==> config.mk <==
export PLATFORM = sky130hd
export DESIGN_NAME = arbi_rr4_flat
export DESIGN_NICKNAME = d
export VERILOG_FILES = /design/src/rtl/arbi_rr4_if.sv /design/src/rtl/arbi_rr4.sv /design/src/flat_wrapper.sv
export SDC_FILE = /design/constraint.sdc
export NUM_CORES = 1
export LEC_CHECK = 0
export CAP_MARGIN = 20
export CORE_ASPECT_RATIO = 0.7
export CORE_MARGIN = 5
export CORE_UTILIZATION = 37
export DETAILED_ROUTE_END_ITERATION = 7
export PLACE_DENSITY = 0.86
export REMOVE_ABC_BUFFERS = 1
export SLEW_MARGIN = 20
export SYNTH_ARGS = -nofsm -noshare
export SYNTH_HDL_FRONTEND = slang
export SYNTH_SLANG_ARGS = --single-unit
==> constraint.sdc <==
create_clock -name clk -period 2.2 [get_ports clk]
set_input_delay 0.44 -clock clk [delete_from_list [all_inputs] [get_ports clk]]
set_output_delay 0.44 -clock clk [all_outputs]
set_load 0.02 [all_outputs]
==> src/rtl/arbi_rr4_if.sv <==
// Bundle of the four requester ports, downstream handshake and grant outputs of arbi_rr4.
// The slave modport is the arbiter's view; master is the requester/downstream side.
interface arbi_rr4_if #(
  parameter int DATA_WIDTH = 32
);
  logic                  req_0, req_1, req_2, req_3;
  logic [DATA_WIDTH-1:0] data_in0, data_in1, data_in2, data_in3;
  logic                  out_ready;
  logic                  grant_0, grant_1, grant_2, grant_3;
  logic [DATA_WIDTH-1:0] arb_out;
  logic                  arb_valid;
  logic [1:0]            arb_id;

  modport slave (
    input  req_0, req_1, req_2, req_3,
    input  data_in0, data_in1, data_in2, data_in3,
    input  out_ready,
    output grant_0, grant_1, grant_2, grant_3,
    output arb_out, arb_valid, arb_id
  );

  modport master (
    output req_0, req_1, req_2, req_3,
    output data_in0, data_in1, data_in2, data_in3,
    output out_ready,
    input  grant_0, grant_1, grant_2, grant_3,
    input  arb_out, arb_valid, arb_id
  );
endinterface

==> src/rtl/arbi_rr4.sv <==
// Four-way round-robin burst arbiter: each tenure carries up to BURST_LEN beats into a
// single registered output stage that freezes while downstream back-pressures.
module arbi_rr4 #(
  parameter int DATA_WIDTH = 32,
  parameter int BURST_LEN  = 4
) (
  input  logic      clk,
  input  logic      rst_in,
  arbi_rr4_if.slave bus
);
  localparam int CW = $clog2(BURST_LEN + 1);

  typedef enum logic {IDLE, GRANT} state_t;

  state_t                     r_state, w_state_nxt;
  logic [1:0]                 r_gidx, w_gidx_nxt;
  logic [1:0]                 r_last, w_last_nxt;
  logic [1:0]                 r_id, w_id_nxt;
  logic [3:0]                 r_grant, w_grant_nxt;
  logic [CW-1:0]              r_cnt, w_cnt_nxt;
  logic [DATA_WIDTH-1:0]      r_out, w_out_nxt;
  logic                       r_valid, w_valid_nxt;
  logic [3:0]                 w_req;
  logic [3:0][DATA_WIDTH-1:0] w_data;
  logic                       w_stall, w_beat, w_end;
  logic [2:0]                 w_pick_idle, w_pick_end;

  // {found, index}: first requester after 'last', with 'last' itself checked at the end
  function automatic logic [2:0] rr_pick(input logic [3:0] req, input logic [1:0] last);
    logic [2:0] res;
    logic [1:0] c;
    res = 3'b000;
    for (int i = 1; i <= 4; i++) begin
      c = last + 2'(i);
      if (!res[2] && req[c]) res = {1'b1, c};
    end
    return res;
  endfunction

  assign w_req  = {bus.req_3, bus.req_2, bus.req_1, bus.req_0};
  assign w_data = {bus.data_in3, bus.data_in2, bus.data_in1, bus.data_in0};

  assign w_stall     = r_valid & ~bus.out_ready;
  assign w_beat      = (r_state == GRANT) & w_req[r_gidx] & ~w_stall;
  assign w_end       = (r_state == GRANT) & ~w_stall &
                       (~w_req[r_gidx] | (w_beat & (r_cnt == CW'(BURST_LEN - 1))));
  assign w_pick_idle = rr_pick(w_req, r_last);
  assign w_pick_end  = rr_pick(w_req, r_gidx);

  always_comb begin
    w_state_nxt = r_state;
    w_gidx_nxt  = r_gidx;
    w_last_nxt  = r_last;
    w_grant_nxt = r_grant;
    w_cnt_nxt   = r_cnt;
    w_out_nxt   = r_out;
    w_valid_nxt = r_valid;
    w_id_nxt    = r_id;
    if (!w_stall) begin
      w_valid_nxt = w_beat;
      if (w_beat) begin
        w_out_nxt = w_data[r_gidx];
        w_id_nxt  = r_gidx;
        w_cnt_nxt = r_cnt + CW'(1);
      end
      case (r_state)
        IDLE: begin
          if (w_pick_idle[2]) begin
            w_state_nxt = GRANT;
            w_gidx_nxt  = w_pick_idle[1:0];
            w_grant_nxt = 4'b0001 << w_pick_idle[1:0];
            w_cnt_nxt   = '0;
          end
        end
        GRANT: begin
          if (w_end) begin
            w_last_nxt = r_gidx;
            w_cnt_nxt  = '0;
            // hand over without a bubble when someone is waiting
            if (w_pick_end[2]) begin
              w_gidx_nxt  = w_pick_end[1:0];
              w_grant_nxt = 4'b0001 << w_pick_end[1:0];
            end else begin
              w_state_nxt = IDLE;
              w_grant_nxt = 4'b0000;
            end
          end
        end
        default: w_state_nxt = IDLE;
      endcase
    end
  end

  always_ff @(posedge clk) begin
    if (rst_in) begin
      r_state <= IDLE;
      r_gidx  <= 2'd0;
      r_last  <= 2'd3;
      r_grant <= 4'b0000;
      r_cnt   <= '0;
      r_out   <= '0;
      r_valid <= 1'b0;
      r_id    <= 2'd0;
    end else begin
      r_state <= w_state_nxt;
      r_gidx  <= w_gidx_nxt;
      r_last  <= w_last_nxt;
      r_grant <= w_grant_nxt;
      r_cnt   <= w_cnt_nxt;
      r_out   <= w_out_nxt;
      r_valid <= w_valid_nxt;
      r_id    <= w_id_nxt;
    end
  end

  assign bus.grant_0   = r_grant[0];
  assign bus.grant_1   = r_grant[1];
  assign bus.grant_2   = r_grant[2];
  assign bus.grant_3   = r_grant[3];
  assign bus.arb_out   = r_out;
  assign bus.arb_valid = r_valid;
  assign bus.arb_id    = r_id;
endmodule

==> src/flat_wrapper.sv <==
// flat-port wrapper written by rule: the top's interface ports become plain ports
module arbi_rr4_flat 
#(
  parameter int DATA_WIDTH = 32,
  parameter int BURST_LEN  = 4
)
  (clk, rst_in, bus_req_0, bus_req_1, bus_req_2, bus_req_3, bus_data_in0, bus_data_in1, bus_data_in2, bus_data_in3, bus_out_ready, bus_grant_0, bus_grant_1, bus_grant_2, bus_grant_3, bus_arb_out, bus_arb_valid, bus_arb_id);
  arbi_rr4_if #(.DATA_WIDTH(DATA_WIDTH)) bus_i ();
  input  logic clk;
  input  logic rst_in;
  input wire logic [$bits(bus_i.req_0)-1:0] bus_req_0;
  input wire logic [$bits(bus_i.req_1)-1:0] bus_req_1;
  input wire logic [$bits(bus_i.req_2)-1:0] bus_req_2;
  input wire logic [$bits(bus_i.req_3)-1:0] bus_req_3;
  input wire logic [$bits(bus_i.data_in0)-1:0] bus_data_in0;
  input wire logic [$bits(bus_i.data_in1)-1:0] bus_data_in1;
  input wire logic [$bits(bus_i.data_in2)-1:0] bus_data_in2;
  input wire logic [$bits(bus_i.data_in3)-1:0] bus_data_in3;
  input wire logic [$bits(bus_i.out_ready)-1:0] bus_out_ready;
  output wire logic [$bits(bus_i.grant_0)-1:0] bus_grant_0;
  output wire logic [$bits(bus_i.grant_1)-1:0] bus_grant_1;
  output wire logic [$bits(bus_i.grant_2)-1:0] bus_grant_2;
  output wire logic [$bits(bus_i.grant_3)-1:0] bus_grant_3;
  output wire logic [$bits(bus_i.arb_out)-1:0] bus_arb_out;
  output wire logic [$bits(bus_i.arb_valid)-1:0] bus_arb_valid;
  output wire logic [$bits(bus_i.arb_id)-1:0] bus_arb_id;
  assign bus_i.req_0 = bus_req_0;
  assign bus_i.req_1 = bus_req_1;
  assign bus_i.req_2 = bus_req_2;
  assign bus_i.req_3 = bus_req_3;
  assign bus_i.data_in0 = bus_data_in0;
  assign bus_i.data_in1 = bus_data_in1;
  assign bus_i.data_in2 = bus_data_in2;
  assign bus_i.data_in3 = bus_data_in3;
  assign bus_i.out_ready = bus_out_ready;
  assign bus_grant_0 = bus_i.grant_0;
  assign bus_grant_1 = bus_i.grant_1;
  assign bus_grant_2 = bus_i.grant_2;
  assign bus_grant_3 = bus_i.grant_3;
  assign bus_arb_out = bus_i.arb_out;
  assign bus_arb_valid = bus_i.arb_valid;
  assign bus_arb_id = bus_i.arb_id;
  arbi_rr4 #(.DATA_WIDTH(DATA_WIDTH), .BURST_LEN(BURST_LEN)) u_core (.clk(clk), .rst_in(rst_in), .bus(bus_i));
endmodule
=== Word-level counts from Yosys, hierarchy flattened ===
Cells that the tools add are included.

* Flip-flop bits (word level): 47
* Output and inout bits: 39
* Word-level logic and storage cells: 98

* $add $sub $neg: 7
* Order comparisons: 8
* Equal/unequal tests: 4
* Shift-type cells: 2
* Multiplexer cells: 42
* Bitwise operators: 11
* Reductions and logical operators: 16

{| class="wikitable"
|+ Operators with widths
! operator !! count
|-
| binary-select mux 32 bit (select 2 bit) || 1
|-
| two-way mux 3 bit || 11
|-
| two-way mux 32 bit || 1
|-
| less-than comparator 2 x 3 -> 1 bit (second input constant) || 8
|-
| binary-select mux 1 bit (select 2 bit) || 8
|-
| two-way mux 4 bit || 3
|-
| two-way mux 1 bit || 11
|-
| adder 2 bit (second input constant) || 4
|-
| case mux 4 bit (2 select lines) || 1
|-
| left shift 1 x 2 -> 4 bit (first input constant) || 2
|-
| AND 1 bit || 6
|-
| logical AND 1 bit || 6
|-
| logical NOT 1 bit || 6
|-
| two-way mux 2 bit || 3
|-
| case mux 3 bit (2 select lines) || 1
|-
| AND reduction 3 bit || 2
|-
| adder 2 x 1 -> 2 bit (second input constant) || 2
|-
| != test 2 bit (second input constant) || 2
|-
| inverter 1 bit || 4
|-
| case mux 2 bit (2 select lines) || 1
|-
| AND reduction 4 bit || 1
|-
| adder 3 x 1 -> 3 bit (second input constant) || 1
|-
| == test 3 x 2 -> 1 bit (second input constant) || 1
|-
| != test 2 x 1 -> 1 bit (second input constant) || 1
|-
| other kinds (3) || 3
|}

=== Logic depth before layout (Yosys ltp) ===
Gate-level depths: netlist (run 1).

* Depth in word-level cells: 17
* Depth in mapped cells: 7
* Depth with buffers taken out: 7

=== Least setup slack after synthesis (run 1) ===
Ideal clock, no wire load.

* Kind: input to register
* Start: input bus_req_0
* End: register u_core.r_grant[2]
* Library setup time: 137 ps
* Arrival: 1541 ps
* Data required time: 2063 ps
* Slack: 522 ps
* Stages: 5
* Path buffers: 0
* Cells stage by stage: or4_1 nand2_1 and4b_1 a22oi_1 a211oi_1

* Word-level cells in the longest chain between the ends: 16

{| class="wikitable"
|+ Ends and longest elaborated chain
! item !! RTL line !! text
|-
| from (decl) || flat_wrapper.sv:11 || <nowiki>input wire logic [$bits(bus_i.req_0)-1:0] bus_req_0;</nowiki>
|-
| binary-select mux 1 bit (select 2 bit) || arbi_rr4.sv:35 || <nowiki>if (!res[2] && req[c]) res = {1'b1, c};</nowiki>
|-
| two-way mux 1 bit (not written as such) || arbi_rr4.sv:35 ||
|-
| two-way mux 3 bit || arbi_rr4.sv:35 ||
|-
| logical NOT 1 bit || arbi_rr4.sv:35 ||
|-
| logical AND 1 bit || arbi_rr4.sv:35 ||
|-
| two-way mux 3 bit || arbi_rr4.sv:35 ||
|-
| logical NOT 1 bit || arbi_rr4.sv:35 ||
|-
| logical AND 1 bit || arbi_rr4.sv:35 ||
|-
| two-way mux 3 bit || arbi_rr4.sv:35 ||
|-
| logical NOT 1 bit || arbi_rr4.sv:35 ||
|-
| logical AND 1 bit || arbi_rr4.sv:35 ||
|-
| two-way mux 3 bit || arbi_rr4.sv:35 ||
|-
| left shift 1 x 2 -> 4 bit || arbi_rr4.sv:82 || <nowiki>w_grant_nxt = 4'b0001 << w_pick_end[1:0];</nowiki>
|-
| two-way mux 4 bit || arbi_rr4.sv:80 || <nowiki>if (w_pick_end[2]) begin</nowiki>
|-
| two-way mux 4 bit || arbi_rr4.sv:76 || <nowiki>if (w_end) begin</nowiki>
|-
| case mux 4 bit (2 select lines) || arbi_rr4.sv:66 || <nowiki>case (r_state)</nowiki>
|-
| to (signal assigned) || arbi_rr4.sv:108 || <nowiki>r_grant <= w_grant_nxt;</nowiki>
|-
| to (decl) || arbi_rr4.sv:19 || <nowiki>logic [3:0] r_grant, w_grant_nxt;</nowiki>
|}

Several ways; a longest one is shown, not always the timed one. The select of a mux whose other input is x is not followed.
A chain may end at the register's enable or synchronous reset.

=== Worst setup path after layout (run 1) ===
* Start: input bus_req_1
* End: register u_core.r_gidx[0]

* Word-level cells in the longest chain between the ends: 15

{| class="wikitable"
|+ Ends and longest elaborated chain
! item !! RTL line !! text
|-
| from (decl) || flat_wrapper.sv:12 || <nowiki>input wire logic [$bits(bus_i.req_1)-1:0] bus_req_1;</nowiki>
|-
| binary-select mux 1 bit (select 2 bit) || arbi_rr4.sv:35 ||
|-
| two-way mux 1 bit (not written as such) || arbi_rr4.sv:35 ||
|-
| two-way mux 3 bit || arbi_rr4.sv:35 ||
|-
| logical NOT 1 bit || arbi_rr4.sv:35 ||
|-
| logical AND 1 bit || arbi_rr4.sv:35 ||
|-
| two-way mux 3 bit || arbi_rr4.sv:35 ||
|-
| logical NOT 1 bit || arbi_rr4.sv:35 ||
|-
| logical AND 1 bit || arbi_rr4.sv:35 ||
|-
| two-way mux 3 bit || arbi_rr4.sv:35 ||
|-
| logical NOT 1 bit || arbi_rr4.sv:35 ||
|-
| logical AND 1 bit || arbi_rr4.sv:35 ||
|-
| two-way mux 3 bit || arbi_rr4.sv:35 ||
|-
| two-way mux 2 bit || arbi_rr4.sv:80 ||
|-
| two-way mux 2 bit || arbi_rr4.sv:76 ||
|-
| case mux 2 bit (2 select lines) || arbi_rr4.sv:66 ||
|-
| to (signal assigned) || arbi_rr4.sv:106 || <nowiki>r_gidx <= w_gidx_nxt;</nowiki>
|-
| to (decl) || arbi_rr4.sv:16 || <nowiki>logic [1:0] r_gidx, w_gidx_nxt;</nowiki>
|}

Several ways; a longest one is shown, not always the timed one. The select of a mux whose other input is x is not followed.

==> run metrics, run 1 <==
outcome completed; final net count 597; final total power 0.00314 W; Final Max Slew Viols 0; DRC viols 0; die area 0.00929 mm²; worst IR drop on VDD 0.288 mV; post-cts resize count 0; XOR/XNOR share of the synthesized area 0.318%; cts hold-fix bufs 0; number of synthesized flops with an enable pin 0; H-tree depth 2; crit end category flip-flop; Comb power frac 43.4%; initial antenna violation count 0; Synth Area in Compound Gates 13.7%; Sw Share 30.4%; Final Hold Viols 0; Worst-Skew Late Latency 0.29 ns; Vias 2880; io pins 174; P&R area growth vs syn 73.2%; dpl ws -0.108 ns; Psw 0.000954 W; Starting Density 37.9%; count of final setup violators 0; commonest cells after routing, fill and taps aside clkdlybuf4s50_1, nand2_1, dfxtp_1, a21oi_1, mux4_2; final hold slack 0.456 ns; first-pass GRT wire length 14.0 mm; Pre-antenna DRT Iters 4; reg2reg end u_core.r_gidx[1]$_SDFFE_PP0P_; number of instances in the placed design 551; mux share of post-synthesis cell area 27.7%; Hold Path Depth 2; gr usage total 18.8%; row count 26; Worst Path Arrival 2.23 ns; yosys warns 0; Post-CTS Setup Repair Bufs 0; Post-synth ARST share 0%; routability cong. 0.860; Critical Path RT 2.40 ns; Reg2Reg Depth 5; RSZ-0062 raised after global routing no; vias in the first global route 2991; most common cell after layout, fill and taps aside clkdlybuf4s50_1; share of cells above drive strength 1 13.9%; Max Fclk 0.492 GHz; dpl hpwl 7.40 mm; Min-Delay Endpoint u_core.bus.arb_out[0]$_SDFFE_PP0P_; post-synthesis cell area 0.00275 mm²; CP max FO 7; #FFs+latches synth 47; Detailed Route Iter0 Violations 121; Num CTS Buffers 5; Synth Area in Simple Gates 18.7%; largest net degree at the start of global routing 48; Rel. slew slack 40.3%; global route overflow 0; register area share after synthesis 34.2%; Synth Area per Inst 9.59 µm²; post-synthesis adder-cell area fraction 0.910%; worst slew pin tran 0.895 ns; WL/cell 16.4 µm; leakage 1.68 nW; vias per cell 5.15; Clock Path Buffers 2; total wire length 9.17 mm; post-route ant nets 0; FF-to-FF setup slack 0.34 ns; Finished Core Util 65.7%; PwrDens 659 mW/mm²; largest family of logic cells by synthesized area multiplexers; Power Internal 0.00219 W; Synth cell types 39; final setup margin 0.169 ns; class of the worst hold path flip-flop to flip-flop; clk slew on worst S/H paths 0.09 ns; Reg2Reg Launch Point u_core.r_state$_SDFFE_PP0N_; Worst setup SP type primary input; Core Region 0.00725 mm²; final period demand of the worst path 2.03 ns; buffers added on ports 173; CTS Sinks 47; crit share post-route 92.3%; Cells after Synth 287; die height 82.2 µm; max_cap viols 0; sequential power share 32.9%; top_reg_cell synth dfxtp_1; clock share of power 23.7%; worst hold start u_core.bus.arb_out[0]$_SDFFE_PP0P_; diode count 0; CTS tree done; Root Driver clkbuf_8; final std cells w/o fill 559; skew final 0.00386 ns; die width 113 µm; WS Path Type primary input to flip-flop
[flip-flops by register name, indices dropped and copies added (netlist names)]
name,count
u_core.bus.arb_id,2
u_core.bus.arb_out,32
u_core.bus.arb_valid,1
u_core.r_cnt,3
u_core.r_gidx,2
u_core.r_grant,4
u_core.r_last,2
u_core.r_state,1
[layer usage]
| layer | vias up | global-route usage, % | wire [µm] |
|---|---|---|---|
| li1 | 1394 | - | - |
| met1 | 1357 | 21.0 | 3500 |
| met2 | 123 | 34.9 | 4600 |
| met3 | 6 | 7.14 | 982 |
| met4 | 0 | 3.84 | 85 |
| met5 | - | 0 | 0 |
[synth_stat cells, types with 2 or more instances]
cell | instances | share of area (%)
a211o_1 | 3 | 0.96
a211oi_1 | 5 | 1.4
a21oi_1 | 41 | 7.5
a22oi_1 | 2 | 0.55
a311oi_1 | 4 | 1.3
a31oi_1 | 2 | 0.45
buf_2 | 8 | 1.5
buf_4 | 5 | 1.4
clkbuf_1 | 9 | 1.2
dfxtp_1 | 47 | 34
ha_1 | 2 | 0.91
inv_1 | 3 | 0.41
mux2i_1 | 2 | 0.73
mux4_2 | 32 | 26
nand2_1 | 74 | 10
nand2b_1 | 9 | 2.0
nor2_1 | 15 | 2.0
nor2b_1 | 2 | 0.45
nor3b_1 | 2 | 0.55
[metrics by stage]
stage               instance area [µm²]  TNS [ns]
detailed placement                 4630    -0.936
global placement                   4630   -0.0437
global route                       4770         0
finish                             4770         0
CTS                                4770         0
floorplan                          2640    -46.85
[worst max path at each step]
stage | startpoint | slack [ns] | cells past startpoint | end
2_1_floorplan | u_core.r_gidx[0]$_SDFFE_PP0P_ | -1.21 | 5 | u_core.bus.arb_id[1]$_SDFFE_PP0P_
3_3_place_gp | bus_req_1 | -0.02 | 6 | u_core.r_grant[2]$_SDFFE_PP0P_
3_5_place_dp | bus_req_1 | -0.11 | 6 | u_core.r_gidx[0]$_SDFFE_PP0P_
4_1_cts | bus_req_1 | 0.21 | 6 | u_core.r_gidx[0]$_SDFFE_PP0P_
5_1_grt | bus_req_1 | 0.05 | 6 | u_core.r_grant[3]$_SDFFE_PP0P_
6_report | bus_req_1 | 0.17 | 6 | u_core.r_gidx[0]$_SDFFE_PP0P_
[worst max-delay path: stages]
cell	delay (ns)
clkdlybuf4s50_1	0.51
mux2i_1	0.38
nor4_1	0.16
nor3b_1	0.44
nor2_1	0.08
a211oi_1	0.22
[cell type report]
cell class,instances,area (µm²)
flip-flops and latches,47,943
fillers,551,2490
clock inverters,3,67.6
inverters,3,11.3
well taps,98,123
repair buffers,188,1860
multi-input cells,215,1690
clock buffers,5,68.8
[cell families (layout without fill, tap and decap cells)]
kind of cell	count (synthesis)	after routing
AO/OA/AOI/OAI	63	63
buffers and inverters	25	199
XOR/XNOR	1	1
AND/OR/NAND/NOR	114	114
multiplexers	35	35
adder cells (fa/ha/maj)	2	2
flip-flops	47	47
[power groups by stage]
stage	registers [W]	clock network [W]	logic (W)
floorplan	0.00123	0	0.000557
global route	0.00105	0.000806	0.00147
global placement	0.00105	0	0.00135
finish	0.00103	0.000743	0.00136
CTS	0.00103	0.000770	0.00138
detailed placement	0.00105	0	0.00138
(Power assumes the default switching activity.)
==> run 2: changes to the inputs <==
==> constraint.sdc (replaced) <==
create_clock -name clk -period 2.2 [get_ports clk]
set_input_delay 0.55 -clock clk [delete_from_list [all_inputs] [get_ports clk]]
set_output_delay 0.55 -clock clk [all_outputs]
set_load 0.02 [all_outputs]
==> run metrics, run 2 (synthesized netlist as in run 1, its figures left out) <==
routability cong. 0.868 (+0.94%); final net count 600 (+0.50%); P&R area growth vs syn 72.6%; WL/cell 16.5 µm (+0.77%); number of instances in the placed design 554 (+0.54%); CTS Sinks 47 (unchanged); count of final setup violators 0 (unchanged); first-pass GRT wire length 14.1 mm (+0.64%); DRC viols 0 (unchanged); clk slew on worst S/H paths 0.08 ns (about the same); class of the worst hold path flip-flop to flip-flop; crit end category flip-flop; CP Buf/Inv Count 1 (unchanged); WS Path Type primary input to flip-flop; Final Hold Viols 0 (unchanged); CP peak stage delay 0.48 ns (-0.03 ns); crit share post-route 95.8% (+3.5 points); Sw Share 32.0% (+1.6 points); worst slew pin tran 0.852 ns (-0.0429 ns); vias in the first global route 3048 (+1.9%); final setup margin 0.0929 ns (-0.0763 ns); Critical Path RT 2.40 ns (about the same); global route overflow 0 (unchanged); final total power 0.00297 W (-5.3%); fillcell total 595 (+8.0%); die area 0.00929 mm² (unchanged); die width 113 µm (unchanged); CP max FO 5 (-2); cell breakdown of the critical path clkdlybuf4s50_1, or2_2, a311oi_1, and2_1, a22oi_1, a211oi_1; outcome completed; most common cell after layout, fill and taps aside clkdlybuf4s50_1; buffers added on ports 173 (unchanged); dpl ws -0.202 ns (-0.0945 ns); Worst Path Arrival 2.31 ns (+0.08 ns); die height 82.2 µm (unchanged); sequential power share 34.8% (+1.9 points); share of cells above drive strength 1 14.7% (+0.77 points); Root Driver clkbuf_8; Worst-Skew Late Latency 0.29 ns (about the same); Rel. slew slack 43.2% (+2.9 points); Worst setup SP type primary input; largest delay contributor family on the critical path compound AO/OA/AOI/OAI gates; worst IR drop on VDD 0.257 mV (-11%); row count 26 (unchanged); clock share of power 19.1% (-4.6 points); crit path max-delay cell type clkdlybuf4s50_1; skew final 0.0110 ns (+0.00711 ns); Clock Path Buffers 2 (unchanged); total wire length 9.29 mm (+1.3%); initial antenna violation count 0 (unchanged); final hold slack 0.454 ns (-0.00128 ns); diode count 0 (unchanged); leakage 1.67 nW (about the same); Comb power frac 46.1% (+2.7 points); H-tree depth 2 (unchanged); Final Max Slew Viols 0 (unchanged); post-route ant nets 0 (unchanged); dpl hpwl 7.56 mm (+2.2%); cts hold-fix bufs 0 (unchanged); io pins 174 (unchanged); Psw 0.000952 W (-0.23%); Starting Density 37.9% (unchanged); Detailed Route Iter0 Violations 123 (+1.7%); Pre-antenna DRT Iters 4 (unchanged); max_cap viols 0 (unchanged); Power Internal 0.00202 W (-7.5%); CTS tree done; final std cells w/o fill 562 (+0.54%); Max Fclk 0.475 GHz (-3.6%); RSZ-0062 raised after global routing no; Vias 2921 (+1.4%); vias per cell 5.20 (+0.88%); PwrDens 626 mW/mm² (-5.0%); gr usage total 19.0% (+0.20 points); Largest register FFs 32 (unchanged); final period demand of the worst path 2.11 ns (+0.0763 ns); Core Region 0.00725 mm² (unchanged); Num CTS Buffers 5 (unchanged); largest net degree at the start of global routing 48 (unchanged); commonest cells after routing, fill and taps aside clkdlybuf4s50_1, nand2_1, dfxtp_1, a21oi_1, mux4_2
[run 2: cell types whose count changed in the layout (fill, tap and decap cells not counted), sizes merged]
cell	delta
clkbuf	+2
buf	+3
bufinv	-2
[run 2: metal layers]
| layer | wire length (µm) | global-route usage [%] | part of all wire (%) |
|---|---|---|---|
| met4 | 121 | 5.16 | 1.3 |
| met5 | 0 | 0 | 0 |
| met3 | 997 | 6.77 | 11 |
| met2 | 4640 | 36.6 | 50 |
| met1 | 3530 | 20.0 | 38 |
[run 2: timing repair]
| action | 4_1_cts | 5_1_grt |
|---|---|---|
| endpoints found under the setup margin | 0 | 2 |
| gates resized for setup | 0 | 1 |
| buffers inserted | 0 | 0 |
[run 2: per-stage QoR]
| step | cell area, µm² | setup TNS (ns) | utilization (%) |
|---|---|---|---|
| floorplan | 2640 | -46.85 | - |
| global route | 4750 | 0 | 65.5 |
| detailed placement | 4640 | -4.81 | 64.0 |
| CTS | 4740 | 0 | 65.4 |
| finish | 4750 | 0 | 65.5 |
| global placement | 4640 | -1.01 | 64.0 |
[run 2: worst min-delay path, cell delays in order, from the launching register on]
cell and delay (ns):
dfxtp_1 0.31, nand2_1 0.05, a21oi_1 0.05
[run 2: power groups by stage]
stage | clock network (W) | registers, W | logic (W)
2_1_floorplan | 0 | 0.00123 | 0.000557
3_3_place_gp | 0 | 0.00105 | 0.00135
3_5_place_dp | 0 | 0.00105 | 0.00138
4_1_cts | 0.000586 | 0.00104 | 0.00138
5_1_grt | 0.000617 | 0.00105 | 0.00148
6_report | 0.000568 | 0.00104 | 0.00137
[run 2: final timing paths]
kind	start	to	slack (ns)	cells past startpoint
worst max-delay path	bus_req_0	u_core.r_grant[2]$_SDFFE_PP0P_	0.09	6
worst min-delay path	u_core.bus.arb_out[2]$_SDFFE_PP0P_	u_core.bus.arb_out[2]$_SDFFE_PP0P_	0.45	2
worst max register to register	u_core.r_cnt[0]$_SDFFE_PP0N_	u_core.r_gidx[1]$_SDFFE_PP0P_	0.36	6
worst min register to register	u_core.bus.arb_out[2]$_SDFFE_PP0P_	u_core.bus.arb_out[2]$_SDFFE_PP0P_	0.45	2
[run 2: layout make-up]
class / count / area [µm²] / share of cell area [%]
Clock buffer: 7 / 96.3 / 2.03
Clock inverter: 1 / 7.51 / 0.158
Inverter: 3 / 11.3 / 0.237
Multi-Input combinational cell: 215 / 1690 / 35.7
Sequential cell: 47 / 943 / 19.9
Tap cell: 98 / 123 / 2.58
Timing Repair Buffer: 191 / 1870 / 39.5
==> run 3: changes to the inputs <==
--- a/config.mk
+++ b/config.mk
@@ -7,7 +7,6 @@
 export LEC_CHECK = 0
 export CAP_MARGIN = 20
 export CORE_ASPECT_RATIO = 0.7
-export CORE_MARGIN = 5
 export CORE_UTILIZATION = 37
 export DETAILED_ROUTE_END_ITERATION = 7
 export PLACE_DENSITY = 0.86
==> run metrics, run 3 (synthesized netlist as in run 1, its figures left out) <==
largest delay contributor family on the critical path compound AO/OA/AOI/OAI gates; Pre-antenna DRT Iters 4 (unchanged); crit share post-route 95.2% (-0.55 points); max_cap viols 0 (unchanged); Critical Path RT 2.39 ns (about the same); share of cells above drive strength 1 14.3% (-0.40 points); post-cts resize count 0 (unchanged); CP peak stage delay 0.47 ns (about the same); Final Cell Area 0.00473 mm² (-0.40%); outcome completed; die width 105 µm (-7.1%); largest net degree at the start of global routing 48 (unchanged); worst slew pin tran 0.875 ns (+0.0225 ns); Vias 2897 (-0.82%); final period demand of the worst path 2.09 ns (-0.0121 ns); die area 0.00779 mm² (-16%); P&R area growth vs syn 71.9%; final hold slack 0.453 ns (-0.00119 ns); cts hold-fix bufs 0 (unchanged); H-tree depth 2 (unchanged); Worst Path Arrival 2.29 ns (-0.02 ns); Largest register FFs 32 (unchanged); Core Region 0.00698 mm² (-3.8%); number of instances in the placed design 549 (-0.90%); die height 74.2 µm (-9.7%); crit path max-delay cell type clkdlybuf4s50_1; crit end category flip-flop; cell breakdown of the critical path clkdlybuf4s50_1, or2_2, a311oi_1, and2_1, a22oi_1, a211oi_1; Final Max Slew Viols 0 (unchanged); commonest cells after routing, fill and taps aside clkdlybuf4s50_1, nand2_1, dfxtp_1, a21oi_1, mux4_2; Final Hold Viols 0 (unchanged); count of final setup violators 0 (unchanged); setup TNS 0 ns (unchanged); Post-CTS Setup Repair Bufs 0 (unchanged); most common cell after layout, fill and taps aside clkdlybuf4s50_1; gr usage total 22.1% (+3.1 points); Worst-Skew Late Latency 0.28 ns (about the same); CP Buf/Inv Count 1 (unchanged); row count 25 (-3.8%); Num CTS Buffers 5 (unchanged); leakage 1.67 nW (-0.55%); io pins 174 (unchanged); clk slew on worst S/H paths 0.08 ns (about the same); worst IR drop on VDD 0.358 mV (+39%); Detailed Route Iter0 Violations 132 (+7.3%); post-route ant nets 0 (unchanged); dpl hpwl 6.86 mm (-9.2%); CP max FO 5 (unchanged); Starting Density 39.4% (+1.5 points); final std cells w/o fill 557 (-0.89%); Clock Path Buffers 2 (unchanged); WS Path Type primary input to flip-flop; final net count 599 (-0.17%); skew final 0.00545 ns (-0.00552 ns); routability cong. 0.987 (+14%); DRC viols 0 (unchanged); Rel. slew slack 41.7% (-1.5 points); buffers added on ports 173 (unchanged); Root Driver clkbuf_8; fillcell total 557 (-6.4%); diode count 0 (unchanged); CTS Sinks 47 (unchanged); Max Fclk 0.477 GHz (+0.58%); first-pass GRT wire length 13.6 mm (-3.6%); class of the worst hold path flip-flop to flip-flop; WL/cell 15.6 µm (-5.6%); vias per cell 5.20 (about the same); vias in the first global route 2901 (-4.8%); Placed Area 0.00464 mm² (unchanged); total wire length 8.69 mm (-6.5%); initial antenna violation count 0 (unchanged); CTS tree done; PwrDens 613 mW/mm² (-2.1%); Worst setup SP type primary input; global route overflow 0 (unchanged)
==> run 3: cell count changes in the layout (fill, tap and decap cells not counted), sizes merged <==
cell      before  now
buf           19   18
clkinv         0    1
clkinvlp       1    0
==> run 3: report_power, final <==
part / internal [W] / leakage [nW] / switching [W]
clock: 0.000223 / 0.0422 / 0.000260
sequential: 0.000959 / 0.385 / 0.0000795
combinational: 0.000784 / 1.24 / 0.000595
==> run 3: worst paths after layout <==
check                                                         start                                  end  slack (ns)  cells after the start
worst min register to register  u_core.bus.arb_out[10]$_SDFFE_PP0P_  u_core.bus.arb_out[10]$_SDFFE_PP0P_        0.45                      2
worst max-delay path                                      bus_req_0       u_core.r_grant[2]$_SDFFE_PP0P_        0.11                      6
worst max register to register          u_core.r_state$_SDFFE_PP0N_        u_core.r_gidx[0]$_SDFFE_PP0P_        0.26                      5
worst min-delay path            u_core.bus.arb_out[10]$_SDFFE_PP0P_  u_core.bus.arb_out[10]$_SDFFE_PP0P_        0.45                      2
==> run 3: worst min-delay path: stages, from the launching register on <==
cell     delay (ns)
dfxtp_1        0.31
nand2_1        0.05
a21oi_1        0.05
==> run 3: layout make-up <==
cell class | count | area (µm²) | share of cell area (%)
sequential | 47 | 943 | 19.9
tap | 94 | 118 | 2.49
inverter | 3 | 11.3 | 0.238
clock buffer | 7 | 76.3 | 1.61
multi-input combinational | 215 | 1700 | 35.9
timing repair buffer | 190 | 1880 | 39.7
clock inverter | 1 | 5.00 | 0.106
==> run 3: metrics by stage <==
step | setup slack, ns | power [W] | util (%)
6_report | 0.105 | 0.00290 | 67.8
5_1_grt | -0.00206 | 0.00308 | 67.8
4_1_cts | 0.130 | 0.00293 | 67.7
3_5_place_dp | -0.170 | 0.00244 | 66.5
3_3_place_gp | -0.111 | 0.00240 | 66.5
2_1_floorplan | -1.21 | 0.00179 | -
==> run 3: routing by layer <==
| layer | part of all wire (%) | vias up | GRT usage (%) |
|---|---|---|---|
| met3 | 8.5 | 6 | 7.10 |
| met2 | 51 | 130 | 42.3 |
| li1 | - | 1398 | - |
| met5 | 0 | - | 0 |
| met4 | 0.91 | 0 | 4.38 |
| met1 | 40 | 1363 | 24.7 |
